[src/rtl/register_file.sv]
// Architectural register file for the mincore write-back stage.
// Two registered read ports with write-first bypass, one write port,
// register 0 hardwired to zero, and a pending-load scoreboard that
// drives a combinational stall toward decode.
//
// Stall semantics: stall is a "not ready" indication for the read
// request presented by decode (ren/raddr1/raddr2). While stall=1 the
// consumer holds ren and both addresses. The read is still performed,
// and the consumer discards that result. A request is accepted on the
// first rising edge where ren=1 and stall=0.
module register_file #(
    parameter int DATA_W = 32,
    parameter int ADDR_W = 5
) (
    input  logic              clk,
    input  logic              rst,
    input  logic              we,
    input  logic [ADDR_W-1:0] waddr,
    input  logic [DATA_W-1:0] wdata,
    input  logic              ren,
    input  logic [ADDR_W-1:0] raddr1,
    input  logic [ADDR_W-1:0] raddr2,
    output logic [DATA_W-1:0] rdata1,
    output logic [DATA_W-1:0] rdata2,
    input  logic              load_issue,
    input  logic [ADDR_W-1:0] load_rd,
    output logic              stall
);

    localparam int DEPTH = 1 << ADDR_W;

    logic [DATA_W-1:0] mem [DEPTH];
    logic [DEPTH-1:0]  busy;
    logic [DEPTH-1:0]  busy_next;
    logic              wr_live;
    logic              hit1;
    logic              hit2;

    // A write-back only lands when it targets a real register.
    assign wr_live = we && (waddr != '0);

    // Value a read port captures: zero for r0, the in-flight write for a
    // matching address, otherwise the stored contents.
    function automatic logic [DATA_W-1:0] read_value(
        input logic [ADDR_W-1:0] addr,
        input logic              wr_live_i,
        input logic [ADDR_W-1:0] waddr_i,
        input logic [DATA_W-1:0] wdata_i,
        input logic [DATA_W-1:0] stored
    );
        if (addr == '0) begin
            return '0;
        end else if (wr_live_i && (waddr_i == addr)) begin
            return wdata_i;
        end else begin
            return stored;
        end
    endfunction

    // Register array: write-back port, cleared by reset.
    always_ff @(posedge clk or posedge rst) begin
        if (rst) begin
            for (int i = 0; i < DEPTH; i++) begin
                mem[i] <= '0;
            end
        end else if (wr_live) begin
            mem[waddr] <= wdata;
        end
    end

    // Read ports: registered, hold their value while ren is low.
    always_ff @(posedge clk or posedge rst) begin
        if (rst) begin
            rdata1 <= '0;
            rdata2 <= '0;
        end else if (ren) begin
            rdata1 <= read_value(raddr1, wr_live, waddr, wdata, mem[raddr1]);
            rdata2 <= read_value(raddr2, wr_live, waddr, wdata, mem[raddr2]);
        end
    end

    // Scoreboard next state: write-back clears, a new load sets; the set
    // is applied last so a newly issued load supersedes a same-address
    // write-back. Entry 0 can never be pending.
    always_comb begin
        busy_next = busy;
        if (we) begin
            busy_next[waddr] = 1'b0;
        end
        if (load_issue && (load_rd != '0)) begin
            busy_next[load_rd] = 1'b1;
        end
        busy_next[0] = 1'b0;
    end

    // Scoreboard register.
    always_ff @(posedge clk or posedge rst) begin
        if (rst) begin
            busy <= '0;
        end else begin
            busy <= busy_next;
        end
    end

    // Hazard detect: a pending source stalls unless its write-back arrives
    // this cycle, in which case the bypass supplies the data.
    always_comb begin
        hit1  = busy[raddr1] && !(we && (waddr == raddr1));
        hit2  = busy[raddr2] && !(we && (waddr == raddr2));
        stall = ren && (hit1 || hit2);
    end

endmodule

[config.mk]
export PLATFORM = sky130hd
export DESIGN_NAME = register_file
export DESIGN_NICKNAME = d
export VERILOG_FILES = /design/src/rtl/register_file.sv
export SDC_FILE = /design/constraint.sdc
export NUM_CORES = 2
export LEC_CHECK = 0
export ABC_AREA = 1
export CAP_MARGIN = 20
export CORE_UTILIZATION = 45
export CTS_BUF_LIST = sky130_fd_sc_hd__clkbuf_8
export DETAILED_ROUTE_END_ITERATION = 8
export DONT_BUFFER_PORTS = 1
export GPL_TIMING_DRIVEN = 0
export HOLD_SLACK_MARGIN = 0.1
export PLACE_DENSITY_LB_ADDON = 0.08
export REMOVE_ABC_BUFFERS = 1
export SLEW_MARGIN = 5
export SYNTH_ARGS = -nofsm -noshare
export SYNTH_HDL_FRONTEND = slang
export SYNTH_SLANG_ARGS = --single-unit
export TNS_END_PERCENT = 20
[constraint.sdc]
create_clock -name clk -period 53.6 [get_ports clk]
set_clock_uncertainty 0.2 [all_clocks]
set_input_delay 10.72 -clock clk [delete_from_list [all_inputs] [get_ports clk]]
set_output_delay 10.72 -clock clk [all_outputs]
set_load 0.02 [all_outputs]
* Word-level counts from Yosys, hierarchy flattened
Cells that the tools add are included.
** Storage, ports and cells
- Flip-flop bits (word level) :: 1119
- Input bits :: 57
- Output and inout port bits :: 65
** Operators by class
- Magnitude comparators :: 10
- Equality and inequality tests :: 2
- Multiplexer cells :: 23
- Bitwise logic cells :: 6
- Reductions and logical operators :: 19
** Operators by type and width (number)
- $bwmux 1024 :: 1
- $mux 32 :: 11
- $bmux 32 s5 :: 2
- $demux 32 s5 :: 1
- $and 32x32->32 :: 1
- $not 32->32 :: 1
- $or 32x32->32 :: 1
- $lt 5x6->1 const B :: 4
- $ge 6x6->1 const B :: 3
- $not 5->6 :: 3
- $logic_and 1x1->1 :: 12
- $bmux 1 s5 :: 2
- $demux 1 s5 :: 2
- $eq 5x5->1 :: 2
- $ge 5x1->1 const B :: 2
- $logic_not 5->1 :: 2
- $reduce_bool 5->1 :: 2
- $lt 6x1->1 const B :: 1
- $mux 1 :: 4
- $logic_not 1->1 :: 2
- $logic_or 1x1->1 :: 1

* Depth between registers and ports, before layout
- Word-level depth :: 9
- Depth in mapped cells :: 14
- Depth with buffers taken out :: 11

* Worst setup path before layout
No wires, ideal clock.
- Kind :: input to output
- Start point :: in raddr1[0]
- End point :: out stall
- Data arrival time :: 12.082 ns
- Data required time :: 42.680 ns
- Slack :: 30.598 ns
- Stages on the path :: 11
- Buffers on the path :: 4
- Path through :: buf_4 buf_6 buf_2 buf_2 nand2_1 nand3_1 nand3_1 nand3_1 nand3_1 nand3_1 a21oi_1
** Between the ends
- Word-level cells in the longest chain between the ends :: 6
** Ends and longest elaborated chain
- from (decl) :: RTL line 21 : input logic [ADDR_W-1:0] raddr1,
- branches (longest 3 deep; another with $bmux 1 s5)
- $logic_and 1x1->1 * :: RTL line 108 : hit1 = busy[raddr1] && !(we && (waddr == raddr1));
- $logic_or 1x1->1 * :: RTL line 110 : stall = ren && (hit1 || hit2);
- $logic_and 1x1->1 * :: RTL line 110
- to (decl) :: RTL line 27 : output logic stall
Mark *: on every way between the ends. The select of a mux whose other input is x is not followed.

* Final worst setup path
- Start point :: in raddr2[0]
- End point :: out stall
** Between the ends
- Word-level cells in the longest chain between the ends :: 6
** Ends and longest elaborated chain
- from (decl) :: RTL line 22 : input logic [ADDR_W-1:0] raddr2,
- branches (longest 3 deep; another with $bmux 1 s5)
- $logic_and 1x1->1 * :: RTL line 109 : hit2 = busy[raddr2] && !(we && (waddr == raddr2));
- $logic_or 1x1->1 * :: RTL line 110
- $logic_and 1x1->1 * :: RTL line 110
Marked as above.

==> summary.md <==
| Metric | Value |
|---|---|
| Status | `complete, but fails checks` |
| Violated checks | `DRC, slew limit` |
| Final worst-path cycle share | `0.512` |
| CTS tree | `done` |
| Post-Route WL | `between 200000 and 250000 µm` |
| Peak per-stage delay on the critical path | `~2000 ps` |
| Max-slew violation count | `742` |
| Cell area after synthesis | `60900 µm²` |
| Hold_buf cts | `0` |
| Fin nets | `a little over 8000` |
| Synth area leader | `dfrtp_1` |
| Starting DRT DRC Count | `between 6000 and 7000` |
| CTS HTree Levels | `4` |
| Critical path's slowest cell | `inv_8` |
| Max cap viols | `0` |
| Post_cts resized | `0` |
| Crit Path Class | `in2out` |
| HP Class | `reg2reg` |
| IO buf count | `0` |
| CP delay by family, top | `buffers and inverters` |
| CP dominant cell by count | `nand3_1` |
| Syn Area/Cell | `around 7.2 µm²` |
| Mapped Cells | `around 8500` |
| Clock sink count | `around 1100` |
| First-pass GRT wire length | `~350000 µm` |
| VDD IR max | `0.0000256 V` |
| DRC Markers | `13` |
| Skew-Pair Late Insertion Delay | `~950 ps` |
| Post-synthesis sequential area ratio | `0.460` |
| DRT Pass-1 Iters | `8` |
| Highest clock rate | `about 36 MHz` |
| Dpl cells | `~9600` |
| Core ar. | `between 100000 and 150000 µm²` |
| Tmin final | `approximately 27000 ps` |
| Unrepaired setup endpoints after global routing | `false` |
| Wire length per cell | `about 24 µm` |
| Clock buffer depth | `3` |
| Headroom to the max-slew limit | `-2.46` |
| Via density | `a little under 6` |
| Dpl hpwl | `about 120000 µm` |
| Synth top area cells | `dfrtp_1, nand2_1, o21ai_0, a21oi_1, nand3_1` |
| Fin util | `0.495` |
| CP Capture Type | `primary output` |
| Chip Width | `between 300 and 400 µm` |
| WP buf/inv | `2` |
| Startpoint class of the critical path | `primary input` |
| Worst path cell trace | `inv_8 -> buf_16 -> nand2_1 -> nand3_1 -> nand3_1 -> nand2_1 -> nand2_1 -> nand3_1 -> nand3_1 -> a21oi_1` |
| DR vias | `57956` |
| P per Cell Area | `about 36 nW/µm²` |
| Total gr overflow | `0` |
| Area grow syn2layout | `8.86%` |
| CTS clk-pin slew, worst paths | `around 60 ps` |
| DP Area | `62000 µm²` |
| Row count | `roughly 130` |
| Layout cells sized above 1 | `0.0576` |
| Distinct cells, synth | `28` |
| Vias in the first global route | `about 55000` |
| Crit-path max FO | `718` |
| Yosys warnings | `0` |
| Die area | `~140000 µm²` |
| Endpoints failing hold | `0` |
| CP Data Required Time | `roughly 43000 ps` |
| Largest net degree at the start of global routing | `720` |
| Routability cong. | `between 0.7 and 0.8` |
| Antenna-violating nets left | `0` |
| Worst-margin pin slew | `a little over 5000 ps` |
| Post-synth top area share | `0.460` |
| Die Span Y | `370 µm` |
| WP data arrival | `16540 ps` |
| Root buffer cell | `clkbuf_8` |
| TritonCTS Buffers | `200` |
| I/O Pins | `about 120` |
| Initial antenna violation count | `2` |
| GRT Util Overall | `0.341` |
| Final cell count without fillers | `a little under 10000` |
| Final instance area | `approximately 66000 µm²` |
| Post-CTS setup repair buffer count | `0` |
| Setup violators final | `0` |
| Starting density of the core | `0.455` |
| Leak | `30.5 nW` |
| FF+latch count, synth | `roughly 1100` |
## sequential cells by signal, indices dropped and copies added (netlist names)
register / count
mem: 1024
rdata1: 32
rdata2: 32
busy: 31
## worst paths after layout
check,cells after the start,slack [ps],from,end
min in group asynchronous,1,9560,rst,mem[785]
max reg2reg,10,51710,mem[597],rdata2[21]
min,0,200,mem[1015],mem[1015]
max,10,26140,raddr2[0],stall
max in group asynchronous,4,41540,rst,mem[399]
min reg2reg,0,200,mem[1015],mem[1015]
## power breakdown
part	switching (mW)	internal [mW]
clock network	0.387	0.473
logic	0.251	0.155
registers	0.107	1.01
## per-layer routing
metal | global-route usage | part of all wire | vias up | wire length [µm]
met2 | 0.545 | 0.45 | 2712 | 106000
met5 | 0 | 0 | - | 0
met1 | 0.467 | 0.43 | 27807 | 101000
li1 | - | - | 26946 | -
met4 | 0.121 | 0.034 | 0 | 7990
met3 | 0.0577 | 0.084 | 491 | 19700
## cells by family after synthesis
group                  synth area share
AO/OA/AOI/OAI                     0.202
XOR/XNOR                       0.000863
buffers and inverters            0.0911
flip-flops                        0.460
AND/OR/NAND/NOR                   0.247
## cell usage in the layout (no fill, tap or decap)
cell,n
nand2_1,2727
o21ai_0,1181
dfrtp_1,1119
a21oi_1,822
nand3_1,812
inv_1,551
clkbuf_8,268
o211ai_1,214
nor2_1,134
o21ai_1,99
buf_16,47
buf_12,45
clkinv_2,31
o22ai_1,22
nor2_4,19
inv_4,18
inv_2,14
nor3_1,6
inv_6,6
bufinv_16,6
nor3_2,4
xnor2_1,4
nand4_1,4
inv_8,3
clkinvlp_4,3
xor2_1,2
a21boi_0,2
nand2_8,2
nand2_4,2
diode_2,1
nand3_2,1
clkinv_8,1
clkinv_4,1
## metrics by stage
stage	setup slack [ps]	hold slack (ps)	setup TNS (ps)	total power [mW]
2_1_floorplan	11170	174	0	1.42
3_3_place_gp	-3880	185	-4059170	1.52
3_5_place_dp	29270	190	0	1.53
4_1_cts	29330	202	0	2.40
5_1_grt	28960	211	0	2.52
6_report	26140	200	0	2.39
## cells in the mapped netlist
| library cell | count |
|---|---|
| nand2_1 | 2728 |
| o21ai_0 | 1181 |
| dfrtp_1 | 1119 |
| a21oi_1 | 822 |
| nand3_1 | 812 |
| inv_1 | 511 |
| clkbuf_1 | 355 |
| buf_2 | 314 |
| o211ai_1 | 214 |
| nor2_1 | 146 |
| o21ai_1 | 99 |
| buf_1 | 51 |
| buf_4 | 50 |
| inv_2 | 27 |
| o22ai_1 | 22 |
| nor3_1 | 6 |
| buf_6 | 4 |
| nand4_1 | 4 |
| nor2_4 | 4 |
| nor3_2 | 4 |
| xnor2_1 | 4 |
| nand2_2 | 3 |
| nor2_2 | 3 |
| a21boi_0 | 2 |
| clkinv_1 | 2 |
| xor2_1 | 2 |
| clkinv_2 | 1 |
| nand3_2 | 1 |
## area by class of cell
type,count,area (µm²)
Sequential cell,1119,28000
Clock inverter,93,578
Timing Repair Buffer,92,2190
Fill cell,13312,67600
Clock buffer,268,3690
Tap cell,1768,2210
Antenna cell,1,2.50
Inverter,541,2120
Multi-Input combinational cell,6057,27500
(Power assumes the default switching activity.)
